File: config.mk
export PLATFORM = sky130hd
export DESIGN_NAME = pls_multichan_generator
export DESIGN_NICKNAME = d
export VERILOG_FILES = /design/src/rtl/pls_multichan_generator.sv
export SDC_FILE = /design/constraint.sdc
export NUM_CORES = 2
export LEC_CHECK = 0
export BUFFER_PORTS_ARGS = -buffer_cell sky130_fd_sc_hd__buf_2
export CAP_MARGIN = 20
export CORE_MARGIN = 4
export CORE_UTILIZATION = 61
export DETAILED_ROUTE_END_ITERATION = 10
export HOLD_SLACK_MARGIN = 0.02
export PLACE_DENSITY_LB_ADDON = 0.12
export SETUP_SLACK_MARGIN = 0.02
export SYNTH_ARGS = -nofsm -noshare
export SYNTH_HDL_FRONTEND = slang
export SYNTH_SLANG_ARGS = --single-unit
export TNS_END_PERCENT = 1
File: constraint.sdc
create_clock -name aclk -period 7.5 [get_ports aclk]
set_input_delay 0.75 -clock aclk [delete_from_list [all_inputs] [get_ports aclk]]
set_output_delay 0.75 -clock aclk [all_outputs]
set_load 0.1 [all_outputs]
File: src/rtl/pls_multichan_generator.sv
// Multi-channel fixed-point ramp generator. Channels are time-multiplexed onto one AXI-Stream output.
// Optional macro PLS_GEN_SATURATE_EN makes acc+STEP saturate instead of wrapping.
module pls_multichan_generator #(
    parameter int  DATA_SIZE = 32,
    parameter int  CHANNELS  = 4,
    parameter int  LEN_SIZE  = 16,
    localparam int CH_W      = (CHANNELS > 1) ? $clog2(CHANNELS) : 1
) (
    input  logic                 aclk,
    input  logic                 aresetn,
    input  logic                 cfg_wr,
    input  logic [CH_W-1:0]      cfg_chan,
    input  logic [1:0]           cfg_addr,
    input  logic [DATA_SIZE-1:0] cfg_data,
    input  logic                 update,
    input  logic                 start,
    input  logic                 stop,
    output logic [DATA_SIZE-1:0] m_axis_tdata,
    output logic                 m_axis_tvalid,
    input  logic                 m_axis_tready,
    output logic [CH_W-1:0]      m_axis_tid,
    output logic                 m_axis_tlast,
    output logic                 busy,
    output logic                 upd_pending
);

    typedef enum logic [1:0] {S_IDLE, S_RUN, S_DRAIN} state_t;

    localparam logic [CH_W-1:0] LAST_CH = CH_W'(CHANNELS - 1);

    logic [DATA_SIZE-1:0] sh_base_q  [CHANNELS];
    logic [DATA_SIZE-1:0] sh_base_d  [CHANNELS];
    logic [DATA_SIZE-1:0] sh_step_q  [CHANNELS];
    logic [DATA_SIZE-1:0] sh_step_d  [CHANNELS];
    logic [LEN_SIZE-1:0]  sh_len_q   [CHANNELS];
    logic [LEN_SIZE-1:0]  sh_len_d   [CHANNELS];
    logic [DATA_SIZE-1:0] act_base_q [CHANNELS];
    logic [DATA_SIZE-1:0] act_base_d [CHANNELS];
    logic [DATA_SIZE-1:0] act_step_q [CHANNELS];
    logic [DATA_SIZE-1:0] act_step_d [CHANNELS];
    logic [LEN_SIZE-1:0]  act_len_q  [CHANNELS];
    logic [LEN_SIZE-1:0]  act_len_d  [CHANNELS];
    logic [DATA_SIZE-1:0] acc_q      [CHANNELS];
    logic [DATA_SIZE-1:0] acc_d      [CHANNELS];
    logic [LEN_SIZE-1:0]  k_q        [CHANNELS];
    logic [LEN_SIZE-1:0]  k_d        [CHANNELS];

    state_t               state_q, state_d;
    logic [CH_W-1:0]      ptr_q, ptr_d;
    logic [DATA_SIZE-1:0] tdata_q, tdata_d;
    logic [CH_W-1:0]      tid_q, tid_d;
    logic                 tvalid_q, tvalid_d;
    logic                 tlast_q, tlast_d;
    logic                 upd_pending_q, upd_pending_d;

    logic                 hs;
    logic                 copy_en;
    logic                 cfg_ok;
    logic [LEN_SIZE-1:0]  len_m1;

    function automatic logic [DATA_SIZE-1:0] add_step(input logic [DATA_SIZE-1:0] a,
                                                      input logic [DATA_SIZE-1:0] b);
        logic [DATA_SIZE-1:0] s;
        s = a + b;
`ifdef PLS_GEN_SATURATE_EN
        if ((a[DATA_SIZE-1] == b[DATA_SIZE-1]) && (s[DATA_SIZE-1] != a[DATA_SIZE-1])) begin
            s = a[DATA_SIZE-1] ? {1'b1, {(DATA_SIZE-1){1'b0}}} : {1'b0, {(DATA_SIZE-1){1'b1}}};
        end
`endif
        return s;
    endfunction

    assign hs      = tvalid_q && m_axis_tready;
    assign copy_en = upd_pending_q && ((state_q == S_IDLE) || (hs && tlast_q));
    assign cfg_ok  = cfg_wr && (cfg_addr != 2'd3) && (int'(cfg_chan) < CHANNELS);
    // LEN==0 behaves as LEN==1, so the wrap point is k==0 in both cases.
    assign len_m1  = (act_len_q[ptr_q] == '0) ? '0 : act_len_q[ptr_q] - 1'b1;

    always_comb begin
        sh_base_d     = sh_base_q;
        sh_step_d     = sh_step_q;
        sh_len_d      = sh_len_q;
        act_base_d    = act_base_q;
        act_step_d    = act_step_q;
        act_len_d     = act_len_q;
        acc_d         = acc_q;
        k_d           = k_q;
        state_d       = state_q;
        ptr_d         = ptr_q;
        tdata_d       = tdata_q;
        tid_d         = tid_q;
        tvalid_d      = tvalid_q;
        tlast_d       = tlast_q;
        upd_pending_d = update | (upd_pending_q & ~copy_en);

        if (cfg_ok) begin
            case (cfg_addr)
                2'd0:    sh_base_d[cfg_chan] = cfg_data;
                2'd1:    sh_step_d[cfg_chan] = cfg_data;
                2'd2:    sh_len_d[cfg_chan]  = cfg_data[LEN_SIZE-1:0];
                default: ;
            endcase
        end

        // The copy reads the shadow flops, so a write on the same edge stays in shadow.
        if (copy_en) begin
            act_base_d = sh_base_q;
            act_step_d = sh_step_q;
            act_len_d  = sh_len_q;
            for (int i = 0; i < CHANNELS; i++) begin
                acc_d[i] = sh_base_q[i];
                k_d[i]   = '0;
            end
        end else if (hs) begin
            if (k_q[ptr_q] == len_m1) begin
                acc_d[ptr_q] = act_base_q[ptr_q];
                k_d[ptr_q]   = '0;
            end else begin
                acc_d[ptr_q] = add_step(acc_q[ptr_q], act_step_q[ptr_q]);
                k_d[ptr_q]   = k_q[ptr_q] + 1'b1;
            end
        end

        case (state_q)
            S_IDLE: begin
                if (start && !stop) begin
                    state_d = S_RUN;
                    ptr_d   = '0;
                    for (int i = 0; i < CHANNELS; i++) begin
                        acc_d[i] = copy_en ? sh_base_q[i] : act_base_q[i];
                        k_d[i]   = '0;
                    end
                    tvalid_d = 1'b1;
                    tdata_d  = acc_d[0];
                    tid_d    = '0;
                    tlast_d  = (CHANNELS == 1);
                end
            end
            default: begin
                if (hs) begin
                    ptr_d   = tlast_q ? '0 : ptr_q + 1'b1;
                    tdata_d = acc_d[ptr_d];
                    tid_d   = ptr_d;
                    tlast_d = (ptr_d == LAST_CH);
                end
                // A stop seen on the closing handshake of a frame skips DRAIN.
                if (hs && tlast_q && ((state_q == S_DRAIN) || stop)) begin
                    state_d  = S_IDLE;
                    tvalid_d = 1'b0;
                end else if (stop && (state_q == S_RUN)) begin
                    state_d = S_DRAIN;
                end
            end
        endcase
    end

    always_ff @(posedge aclk or negedge aresetn) begin
        if (!aresetn) begin
            for (int i = 0; i < CHANNELS; i++) begin
                sh_base_q[i]  <= '0;
                sh_step_q[i]  <= '0;
                sh_len_q[i]   <= '0;
                act_base_q[i] <= '0;
                act_step_q[i] <= '0;
                act_len_q[i]  <= '0;
                acc_q[i]      <= '0;
                k_q[i]        <= '0;
            end
            state_q       <= S_IDLE;
            ptr_q         <= '0;
            tdata_q       <= '0;
            tid_q         <= '0;
            tvalid_q      <= 1'b0;
            tlast_q       <= 1'b0;
            upd_pending_q <= 1'b0;
        end else begin
            sh_base_q     <= sh_base_d;
            sh_step_q     <= sh_step_d;
            sh_len_q      <= sh_len_d;
            act_base_q    <= act_base_d;
            act_step_q    <= act_step_d;
            act_len_q     <= act_len_d;
            acc_q         <= acc_d;
            k_q           <= k_d;
            state_q       <= state_d;
            ptr_q         <= ptr_d;
            tdata_q       <= tdata_d;
            tid_q         <= tid_d;
            tvalid_q      <= tvalid_d;
            tlast_q       <= tlast_d;
            upd_pending_q <= upd_pending_d;
        end
    end

    assign m_axis_tdata  = tdata_q;
    assign m_axis_tvalid = tvalid_q;
    assign m_axis_tid    = tid_q;
    assign m_axis_tlast  = tlast_q;
    assign busy          = (state_q != S_IDLE);
    assign upd_pending   = upd_pending_q;

endmodule

# --- Yosys cells after proc, flatten, opt, wreduce, memory -nomap -nowiden ---
# Index checks and enable logic that the tools add are counted.
word_totals:
  reg_bits: 871
  input_bits: 43
  output_inout_bits: 38
  wordCells: 152
op_classes:
  n_eq_ne: 8
  n_bitwise: 8
  add_sub_neg: 4
  n_reduce_logical: 25
  mux: 64
  order_cmp: 5
ops:
  columns: ["cell", "n"]
  rows:
  - ["128-bit 2-to-1 mux", 5]
  - ["32-bit 2-to-1 mux", 17]
  - ["128-bit bitwise mux", 4]
  - ["64-bit 2-to-1 mux", 5]
  - ["32-bit binary-select mux with 2-bit select", 4]
  - ["64-bit bitwise mux", 2]
  - ["32-bit demux with 2-bit select", 2]
  - ["16-bit 2-to-1 mux", 7]
  - ["64-bit bitwise AND", 1]
  - ["16-bit binary-select mux with 2-bit select", 2]
  - ["16-bit demux with 2-bit select", 2]
  - ["64-bit NOT", 1]
  - ["32-bit adder", 1]
  - ["16-bit by 1-bit adder with 16-bit output, second input constant", 1]
  - ["16-bit == test", 1]
  - ["16-bit zero test", 1]
  - ["2-bit 2-to-1 mux", 8]
  - ["16-bit by 1-bit subtractor with 16-bit output, second input constant", 1]
  - ["2-bit AND reduction", 6]
  - ["3-bit greater-or-equal comparator, second input constant", 3]
  - ["1-bit logical AND", 9]
  - ["2-bit NOT with 3-bit output", 3]
  - ["2-bit == test, second input constant", 3]
  - ["3-bit by 1-bit less-than comparator with 1-bit output, second input constant", 2]
  - ["other kinds (13)", 23]

# --- Longest topological paths before layout ---
depth:
  word_depth: 15
  ltp_mapped: 25
  depth_no_buf: 17

# --- Least setup slack after synthesis ---
# OpenSTA, ideal clock, no wires.
synth_path:
  path_type: "reg2reg"
  start: "reg m_axis_tid[0] (netlist name)"
  end: "reg tdata_q[30], in the netlist m_axis_tdata[30]"
  slack_ns: 0.142
  arrival_ns: 7.271
  n_path_buf: 9
  required_ns: 7.413
  period_less_slack_ns: 7.358
  stages_incl_launch_ff: 25
  setup_time_ns: 0.087
  cell_sequence: "dfrtp_1 buf_6 buf_6 buf_6 buf_2 clkbuf_1 clkbuf_1 clkbuf_1 buf_1 clkbuf_1 mux4_2 ha_1 a21o_1 a21o_1 a21oi_1 nand2_1 a21oi_1 o21ai_0 a211o_1 a31oi_1 xor2_1 o21ai_2 nor2_1 o32a_1 a211oi_2"
synth_rtl:
  columns: ["item", "line_no", "source"]
  rows:
  - ["end signal, assigned", "187", "tdata_q <= tdata_d;"]
  - ["end, declared", "50", "logic [DATA_SIZE-1:0] tdata_q, tdata_d;"]

==> flow_summary.json <==
{
  "place_inst": 5025,
  "fin_worst_skew_ns": 0.02957,
  "layout.nets": 4268,
  "synth_area_leaders": "dfrtp_1 51%, nand2_1 10%, mux2_2 8.6%",
  "drc_errors": 0,
  "io_pins": 81,
  "ant_nets": 0,
  "grt_util_met3_pct": 6.994,
  "worst_slew_pin_slew_ns": 1.196,
  "initial_utilization_pct": 61.81,
  "wl_per_cell_um": 23.31,
  "antenna_found_initial": 4,
  "gr-usage-met1_pct": 46.94,
  "core_area_um2": 68950,
  "worstSetupEndpointType": "register",
  "fin_crit_sh_pct": 79.56,
  "relSlewSlack_pct": 20.26,
  "cts-buffers-inserted": 90,
  "hold-worst-slack_ns": 0.1473,
  "clk_path_buf_depth": 3,
  "die-area_um2": 74150,
  "synth-edff-count": 0,
  "worstPathArrival_ns": 6.49,
  "grt_usage_pct": 32.75,
  "cts_resized": 0,
  "synth_area_um2": 42610,
  "period_needed_ns": 5.967,
  "worst_ir_drop_vdd_uv": 157.6,
  "numPortBuffers": 80,
  "layout-drive-gt1-share_pct": 18.59,
  "crit_path_max_fanout": 51,
  "die_h_um": 272.3,
  "clkSinkCount": 871,
  "ys_seq_area_share_pct": 51.15,
  "setup_violations": 0,
  "area_growth_pct": 9.666,
  "ys_warn_count": 0,
  "final_common_cell": "nand2_1",
  "grt_pass1_wl_mm": 190.0,
  "synth.distinct_cells": 84,
  "layout.cells.non_filler": 5190,
  "synth_top_flop_cell": "dfrtp_1",
  "hold_viol": 0,
  "root_buffer": "clkbuf_16",
  "grt_use_met2_pct": 50.21,
  "final_util_pct": 67.78,
  "status": "finished clean",
  "total_power_mw": 10.46,
  "dpl.hpwl_mm": 72.99,
  "num_vias": 33000,
  "drt-total-wl_mm": 121.0,
  "cts_tree": "built",
  "clkTransAtPathRegs_ns": 0.06,
  "hold_class": "in2async",
  "grt_setup_unrepaired": "no",
  "tns_ns": 0,
  "overflow": 0,
  "rows": 96,
  "dr.first_iter.drc_count": 3659,
  "die_w_um": 272.3,
  "ff2ff_setup_slack_ns": 1.53,
  "async_flop_share_pct": 100.0,
  "viasPerCell": 6.359,
  "synth_top_area_share_pct": 51.15,
  "critPathLaunchType": "register",
  "grt_pass1_vias": 32330,
  "slew_violations": 0,
  "final_cell_mix": "1165 x nand2_1, 869 x dfrtp_1, 325 x mux2_2",
  "cap_violations": 0,
  "gp_congestion": 0.9310,
  "cts_hold_buffers": 0,
  "power_leakage_nw": 22.76,
  "syn_area_per_cell_um2": 10.04,
  "insertion_delay_ns": 0.65,
  "grt_max_degree": 207,
  "syn-num-nets": 4324,
  "cts_setup_buffers": 0,
  "synth_top_area_cell": "dfrtp_1",
  "syn_inst": 4243,
  "htreeDepth": 3,
  "worstSetupPathType": "reg2reg",
  "top_usage_layer": "met2",
  "required_ns": 8.03,
  "fmax_mhz": 167.6,
  "power_density_nw_per_um2": 223.8,
  "drt_pass1_iterations": 5,
  "ys_seq_elements": 871
}
[final timing paths]
path	cells after the start	startpoint	to
setup / recovery	13	m_axis_tid[0]	m_axis_tdata[5]
hold / removal	1	aresetn	act_step_q[89]
setup reg to reg	13	m_axis_tid[0]	m_axis_tdata[5]
hold reg to reg	2	sh_step_q[87]	act_step_q[87]
max in group asynchronous	2	aresetn	act_len_q[27]
min in group aclk	2	update	upd_pending
[through the flow]
step / setup WS (ns) / cell area [um2]
floorplan: 0.1416 / 42610
global placement: 1.645 / 43730
detailed placement: 1.586 / 43730
CTS: 1.554 / 46700
global route: 1.109 / 46730
finish: 1.533 / 46730
[synth_stat cells, drive strengths merged (6+ instances only)]
cell	n
or2	7
mux2	325
and2	10
a22o	6
o22ai	46
a221oi	13
nand3	45
ha	37
mux2i	44
a211oi	72
a221o	8
a21o	24
xnor2	30
o21ai	143
a211o	9
nor2b	6
nor3	48
nand2	1171
nor3b	7
a22oi	23
a21oi	323
o311ai	6
o21a	7
o31ai	7
nand2b	7
nand4b	7
dfrtp	871
clkbuf	223
o221ai	13
buf	68
inv	22
mux4	128
a31oi	27
and3	21
nor2	314
or3	10
xor2	28
o211ai	21
[where the power goes]
group          internal (mW)  switching (mW)  leakage, nW
clock                   2.62            1.90         1.45
sequential              5.10           0.268         11.6
combinational          0.321           0.244         9.71
total                   8.04            2.41         22.8
[flip-flops by register name (all words and copies together), names as in the netlist]
| name | count |
|---|---|
| state_q | 2 |
| m_axis_tvalid | 1 |
| sh_step_q | 128 |
| upd_pending | 1 |
| act_step_q | 128 |
| sh_len_q | 64 |
| m_axis_tlast | 1 |
| act_len_q | 64 |
| m_axis_tdata | 32 |
| k_q | 64 |
| sh_base_q | 128 |
| m_axis_tid | 2 |
| acc_q | 128 |
| act_base_q | 128 |
[per-layer routing]
metal  wire [um]  up-vias
met3       11330      308
met5          46        -
met2       54550     1563
li1            -    14690
met4        4581        6
met1       50460    16440
[worst max-delay path: stages (launching register included)]
cell and delay [ns]:
dfrtp_4 0.95, mux4_2 0.65, nor4_2 0.97, nand4_1 0.21, xor2_1 0.22, a22oi_2 0.20, o2111ai_1 0.12, a2111oi_0 0.39
and4_4 0.96, mux2i_1 0.47, nand2_1 0.09, o21ai_0 0.12, o21ai_0 0.11, a221o_1 0.32
[cell families (layout without fill, tap and decap cells)]
logic type                 Yosys count  after routing  synth area share (%)
muxes                              497            497                 16.39
AOI/OAI and AO/OA                  790            790                 11.41
and+or+nand+nor                   1675           1675                 15.81
buffers and inverters              314            327                 2.916
DFF                                871            871                 51.15
adders and majority gates           38             38                 1.133
xor gates and xnor gates            58             58                 1.192
other                                0              3                     0
[layout make-up]
class                      instances  area (um2)
antenna                            3       7.507
clock buffer                     129        2600
clock inverter                    32       366.6
fill                            5341       22210
inverter                          23       86.33
multi-input combinational       3058       19680
sequential                       871       21800
tap                              931        1165
timing repair buffer             143        1028
(Power assumes the default switching activity.)
